===== src/rtl/freq_sched_pkg.sv =====
// Shared constants and FSM encoding for the note-to-period ROM scheduler.
package freq_sched_pkg;

  localparam int NOTE_W   = 7;
  localparam int PERIOD_W = 16;

  // ROM reset word: A4 (note 69) maps to period 916.
  localparam logic [15:0] PERIOD_RESET = 16'd916;
  localparam logic [6:0]  NOTE_RESET   = 7'd69;

  typedef enum logic [1:0] {
    S_IDLE = 2'd0,
    S_READ = 2'd1,
    S_CAPT = 2'd2,
    S_RESP = 2'd3
  } sched_state_e;

endpackage


===== src/rtl/freq_rom_voice_sched_rr_arb.sv =====
// Combinational round-robin winner select: the search starts one position
// above the pointer and wraps, so the last winner has the lowest priority.
module rr_arb #(
  parameter int N     = 4,
  parameter int IDX_W = 2
) (
  input  logic [N-1:0]     i_req,
  input  logic [IDX_W-1:0] i_ptr,
  output logic [N-1:0]     o_gnt,
  output logic [IDX_W-1:0] o_idx,
  output logic             o_valid
);

  // Walk the candidates from ptr+1 upward; the first requester wins.
  always_comb begin
    int               c;
    logic [IDX_W-1:0] ci;
    o_gnt   = '0;
    o_idx   = '0;
    o_valid = 1'b0;
    c       = 0;
    ci      = '0;
    for (int k = 1; k <= N; k++) begin
      c  = (int'(i_ptr) + k) % N;
      ci = IDX_W'(c);
      if (!o_valid && i_req[ci]) begin
        o_valid   = 1'b1;
        o_gnt[ci] = 1'b1;
        o_idx     = ci;
      end
    end
  end

endmodule


===== src/rtl/freq_rom_voice_sched.sv =====
// Time-shares one registered note-to-period ROM between N_VOICE voices.
// Handshake: a voice raises req[v] (level) with a stable note and holds it
// until ack[v] pulses for one cycle together with rsp_period/rsp_voice/
// rsp_bad; it drops req at the edge that ends the ack cycle. A lookup is never
// aborted by req falling; only rstn kills an in-flight lookup (no ack).
module freq_rom_voice_sched #(
  parameter int N_VOICE  = 4,
  parameter int NOTE_W   = freq_sched_pkg::NOTE_W,
  parameter int PERIOD_W = freq_sched_pkg::PERIOD_W
) (
  input  logic                      clk,
  input  logic                      rstn,
  input  logic [N_VOICE-1:0]        req,
  input  logic [N_VOICE*NOTE_W-1:0] note,
  output logic [N_VOICE-1:0]        ack,
  output logic [PERIOD_W-1:0]       rsp_period,
  output logic [2:0]                rsp_voice,
  output logic                      rsp_bad,
  output logic                      busy,
  output logic                      rom_en,
  output logic [NOTE_W-1:0]         rom_addr,
  input  logic [PERIOD_W-1:0]       rom_data
);

  import freq_sched_pkg::*;

  localparam int IDX_W = (N_VOICE > 1) ? $clog2(N_VOICE) : 1;

  sched_state_e       r_state;
  logic [IDX_W-1:0]   r_ptr;
  logic [IDX_W-1:0]   r_gnt;
  logic [N_VOICE-1:0] r_gnt_oh;

  logic [N_VOICE-1:0] w_req_m;
  logic [N_VOICE-1:0] w_win_oh;
  logic [IDX_W-1:0]   w_win_idx;
  logic               w_win_valid;
  logic [NOTE_W-1:0]  w_win_note;

  // A voice being acked this cycle must not be regranted on the same edge.
  assign w_req_m = req & ~ack;
  assign busy    = (r_state != S_IDLE);

  rr_arb #(
    .N     (N_VOICE),
    .IDX_W (IDX_W)
  ) u_arb (
    .i_req   (w_req_m),
    .i_ptr   (r_ptr),
    .o_gnt   (w_win_oh),
    .o_idx   (w_win_idx),
    .o_valid (w_win_valid)
  );

  // Select the winning voice's note slice with constant-base slices.
  always_comb begin
    w_win_note = '0;
    for (int v = 0; v < N_VOICE; v++) begin
      if (w_win_idx == IDX_W'(v)) w_win_note = note[v*NOTE_W +: NOTE_W];
    end
  end

  // Lookup sequencer: grant, present address for one ROM cycle, capture, ack.
  always_ff @(posedge clk or negedge rstn) begin
    if (!rstn) begin
      r_state    <= S_IDLE;
      r_ptr      <= IDX_W'(N_VOICE - 1);
      r_gnt      <= '0;
      r_gnt_oh   <= '0;
      rom_en     <= 1'b0;
      rom_addr   <= NOTE_W'(NOTE_RESET);
      rsp_period <= PERIOD_W'(PERIOD_RESET);
      rsp_voice  <= 3'd0;
      rsp_bad    <= 1'b0;
      ack        <= '0;
    end else begin
      case (r_state)
        S_IDLE: begin
          ack <= '0;
          if (w_win_valid) begin
            r_gnt    <= w_win_idx;
            r_gnt_oh <= w_win_oh;
            rom_addr <= w_win_note;
            rom_en   <= 1'b1;
            r_state  <= S_READ;
          end else begin
            rom_en <= 1'b0;
          end
        end
        S_READ: begin
          // ROM samples rom_addr at this edge; its data is valid next cycle.
          rom_en  <= 1'b0;
          r_state <= S_CAPT;
        end
        S_CAPT: begin
          rsp_period <= rom_data;
          rsp_bad    <= (rom_data == '0);
          rsp_voice  <= 3'(r_gnt);
          ack        <= r_gnt_oh;
          r_ptr      <= r_gnt;
          r_state    <= S_RESP;
        end
        S_RESP: begin
          ack     <= '0;
          r_state <= S_IDLE;
        end
        default: r_state <= S_IDLE;
      endcase
    end
  end

endmodule


===== config.mk =====
export PLATFORM = sky130hd
export DESIGN_NAME = freq_rom_voice_sched
export DESIGN_NICKNAME = d
export VERILOG_FILES = /design/src/rtl/freq_sched_pkg.sv /design/src/rtl/freq_rom_voice_sched_rr_arb.sv /design/src/rtl/freq_rom_voice_sched.sv
export SDC_FILE = /design/constraint.sdc
export NUM_CORES = 1
export LEC_CHECK = 0
export CORE_MARGIN = 2
export CORE_UTILIZATION = 38
export CTS_CLUSTER_DIAMETER = 80
export DETAILED_ROUTE_END_ITERATION = 6
export PLACE_DENSITY = 0.8
export SKIP_LAST_GASP = 1
export SLEW_MARGIN = 25
export SYNTH_ARGS = -nofsm -noshare
export SYNTH_HDL_FRONTEND = slang
export SYNTH_HIERARCHICAL = 1
export SYNTH_SLANG_ARGS = --single-unit

===== constraint.sdc =====
create_clock -name clk -period 2.7 [get_ports clk]
set_input_delay 0.54 -clock clk [delete_from_list [all_inputs] [get_ports clk]]
set_output_delay 0.54 -clock clk [all_outputs]
set_load 0.005 [all_outputs]

==> results.py <==
metrics = {
    "run_status": {
        "status": "completed",
    },
    "global_route": {
        "grt_pass1_wl_mm": 9.05,
        "gr-total-overflow": 0,
        "grt_pass1_vias": 2018,
        "antenna_found_initial": 0,
        "track_usage_pct": 17.6,
        "grt_max_degree": 42,
    },
    "die": {
        "num_rows": 28,
        "ios": 83,
        "die_x_um": 82.7,
        "die_h_um": 82.7,
        "dieArea_um2": 6850,
        "initial_core_util_pct": 39.6,
        "core-area_um2": 5960,
    },
    "synthesis": {
        "synth_commonest_cells": "dfrtp_1, mux2_2, nand2_1, ha_1, o21ai_0",
        "async_flop_share_pct": 100,
        "synth_edf_count": 0,
        "ys_warn_count": 6,
        "synthFlopType": "dfrtp_1",
        "synth_area_um2": 2360,
        "ys_ff_latch": 41,
        "synthesis.nets": 263,
        "synth_cells": 201,
        "syn_avg_cell_area_um2": 11.7,
        "synth.area.top_cells": "dfrtp_1, mux2_2, dfstp_2",
        "synth_top_area_share_pct": 32.9,
        "synth_cell_types": 41,
        "ys_seq_area_share_pct": 44.1,
        "yosysMostFrequentCell": "dfrtp_1",
        "synth_largest_area_cell": "dfrtp_1",
    },
    "placed_design": {
        "place.port_buffers": 81,
        "dpl.hpwl_mm": 4.31,
        "placed_cells": 367,
        "gp_congestion": 0.884,
    },
    "cts": {
        "htreeDepth": 2,
        "cts_tree": "built",
        "cts_sinks": 41,
        "clock-root-buffer": "clkbuf_8",
        "cts_buffer_depth": 2,
        "clock_latency_ns": 0.29,
        "numCtsBuffers": 5,
        "clk_pin_slew_worst_paths_ns": 0.08,
    },
    "hold_path": {
        "hp-class": "in -> async",
    },
    "critical_path": {
        "critPathArrivalTime_ns": 2.85,
        "slowest_stage": "dfstp_2",
        "startpoint": "r_ptr[0]",
        "cp_common_cell": "mux4_2",
        "r2r-start": "r_ptr[0]",
        "cp-start-kind": "flop",
        "worst-setup-path-type": "reg -> reg",
        "cpPeakStageDelay_ns": 0.59,
        "crit_fanout": 8,
        "crit_path_end_kind": "flop",
        "path_cells": "mux4_2 -> a21oi_2 -> nor3_2 -> nor2_2 -> o31a_1 -> buf_12 -> mux4_2 -> mux2_4",
        "required_ns": 2.87,
    },
    "detailed_routing": {
        "drt-total-wl_mm": 5.46,
        "drtPass1Iterations": 4,
        "viasPerCell": 5.05,
        "drtAntennaViolNets": 0,
        "drc": 0,
        "wire_per_inst_um": 14.5,
        "via_count": 1902,
        "drt_iter0_markers": 86,
    },
    "timing": {
        "timing.fmax_ghz": 0.373,
        "rsz0062_at_grt": "yes",
        "timing.final.max_slew_violations": 0,
        "finalHoldViolCount": 0,
        "finClkSkew_ns": 0.00669,
        "finalSetupViolCount": 0,
        "period_minus_slack_ns": 2.68,
        "timing.final.crit_share_pct": 99.3,
        "tightest_slew_ns": 0.881,
        "maxSlewHeadroom_pct": 41.3,
    },
    "finish": {
        "synthToLayoutAreaGrowth_pct": 49.5,
        "drive_gt1_share_pct": 31.1,
        "fin_nets": 363,
        "layout.cells.non_filler": 377,
        "diodes": 0,
    },
    "power_and_ir_drop": {
        "ir_drop_uv": 595,
        "power.density_nw_per_um2": 1190,
        "total_power_mw": 4.21,
        "p_leak_nw": 1.48,
    },
    "job": {
        "drv_cap": 0,
    },
}
==> registers in the layout, summed over array words and instances, names as in the netlist <==
name        count
ack             4
r_gnt           2
r_gnt_oh        4
r_ptr           2
r_state         2
rom_addr        7
rom_en          1
rsp_bad         1
rsp_period     16
rsp_voice       2
==> through the flow <==
| stage | hold WS, ns | TNS, ns | utilization (%) | cell area, µm² | setup WS [ns] |
|---|---|---|---|---|---|
| floorplan | 0.244 | -0.204 | - | 2380 | -0.0451 |
| global placement | 0.476 | -2.71 | 56.7 | 3380 | -0.403 |
| detailed placement | 0.477 | -3.03 | 56.7 | 3380 | -0.453 |
| CTS | 0.403 | -0.0300 | 58.9 | 3510 | -0.0252 |
| global route | 0.448 | -0.236 | 59.2 | 3520 | -0.0604 |
| finish | 0.373 | 0 | 59.2 | 3520 | 0.0194 |
==> timing repair <==
item                                    in CTS  in global routing
pin swaps                                    6                  3
endpoints found under the setup margin       7                  7
resized for setup                            9                  4
hold buffers                                 0                  0
setup buffers                                2                  0
==> report_power, final <==
| part | internal, mW | leakage (nW) | switching [mW] |
|---|---|---|---|
| clock network | 0.231 | 0.0542 | 0.205 |
| logic | 1.54 | 0.943 | 1.07 |
| registers | 0.972 | 0.485 | 0.193 |
==> area by class of cell <==
cell class	instances	area, µm²
timing repair buffer	104	998
clock buffer	7	96.3
sequential	41	1040
inverter	11	41.3
multi-input combinational	138	1250
tap	75	93.8
fill	497	2430
clock inverter	1	5.00
==> cells by family (layout without fill, tap and decap cells) <==
| family | Yosys count | count (layout) | share of synthesized area, % |
|---|---|---|---|
| buf+inv | 22 | 123 | 5.26 |
| compound gates | 37 | 37 | 11.4 |
| mux | 40 | 40 | 23.3 |
| fa+ha+maj | 12 | 12 | 6.37 |
| simple gates | 48 | 48 | 9.45 |
| flops | 41 | 41 | 44.1 |
| other cells | 1 | 1 | 0.159 |
==> routing by layer <==
layer | track usage, % | share of wire, % | vias up
met4 | 5.08 | 1.5 | 0
met5 | 0 | 0 | -
met2 | 31.5 | 52 | 62
li1 | - | - | 916
met3 | 4.13 | 5.7 | 7
met1 | 21.1 | 41 | 917
==> layout by cell type (no fill, tap or decap), drive strengths merged <==
master	n
nand3	1
or3b	1
clkbuf	7
clkinv	1
nor3	1
nand2b	2
clkdlybuf4s50	76
nor4	3
mux2i	3
mux4	8
a211oi	2
o22ai	1
o41ai	1
a21oi	5
mux2	29
conb	1
o31ai	1
dfstp	10
dfrtp	31
a221oi	2
nor2	9
inv	11
nand4	1
nor2b	5
a21boi	2
o21ai	16
a221o	4
nand2	24
o22a	1
a31oi	1
nor4b	1
o31a	1
ha	12
buf	24
dlygate4sd2	4
==> critical path, delay by kind of cell, from the launching register on <==
family / cells / cell delay (ns)
flops: 1 / 0.59
compound gates: 2 / 0.35
simple gates: 2 / 0.12
mux: 3 / 1.34
buf+inv: 1 / 0.15
==> final timing paths <==
| path | endpoint | slack, ns | depth (start not counted) |
|---|---|---|---|
| worst max register to register | rom_addr[1] | 0.02 | 8 |
| min in group clk | rsp_bad | 0.49 | 2 |
| worst min register to register | rsp_bad | 0.49 | 2 |
| max in group asynchronous | ack[1] | 1.78 | 1 |
| worst min-delay path | rsp_period[11] | 0.37 | 1 |
| worst max-delay path | rom_addr[1] | 0.02 | 8 |
(Power assumes the default switching activity.)
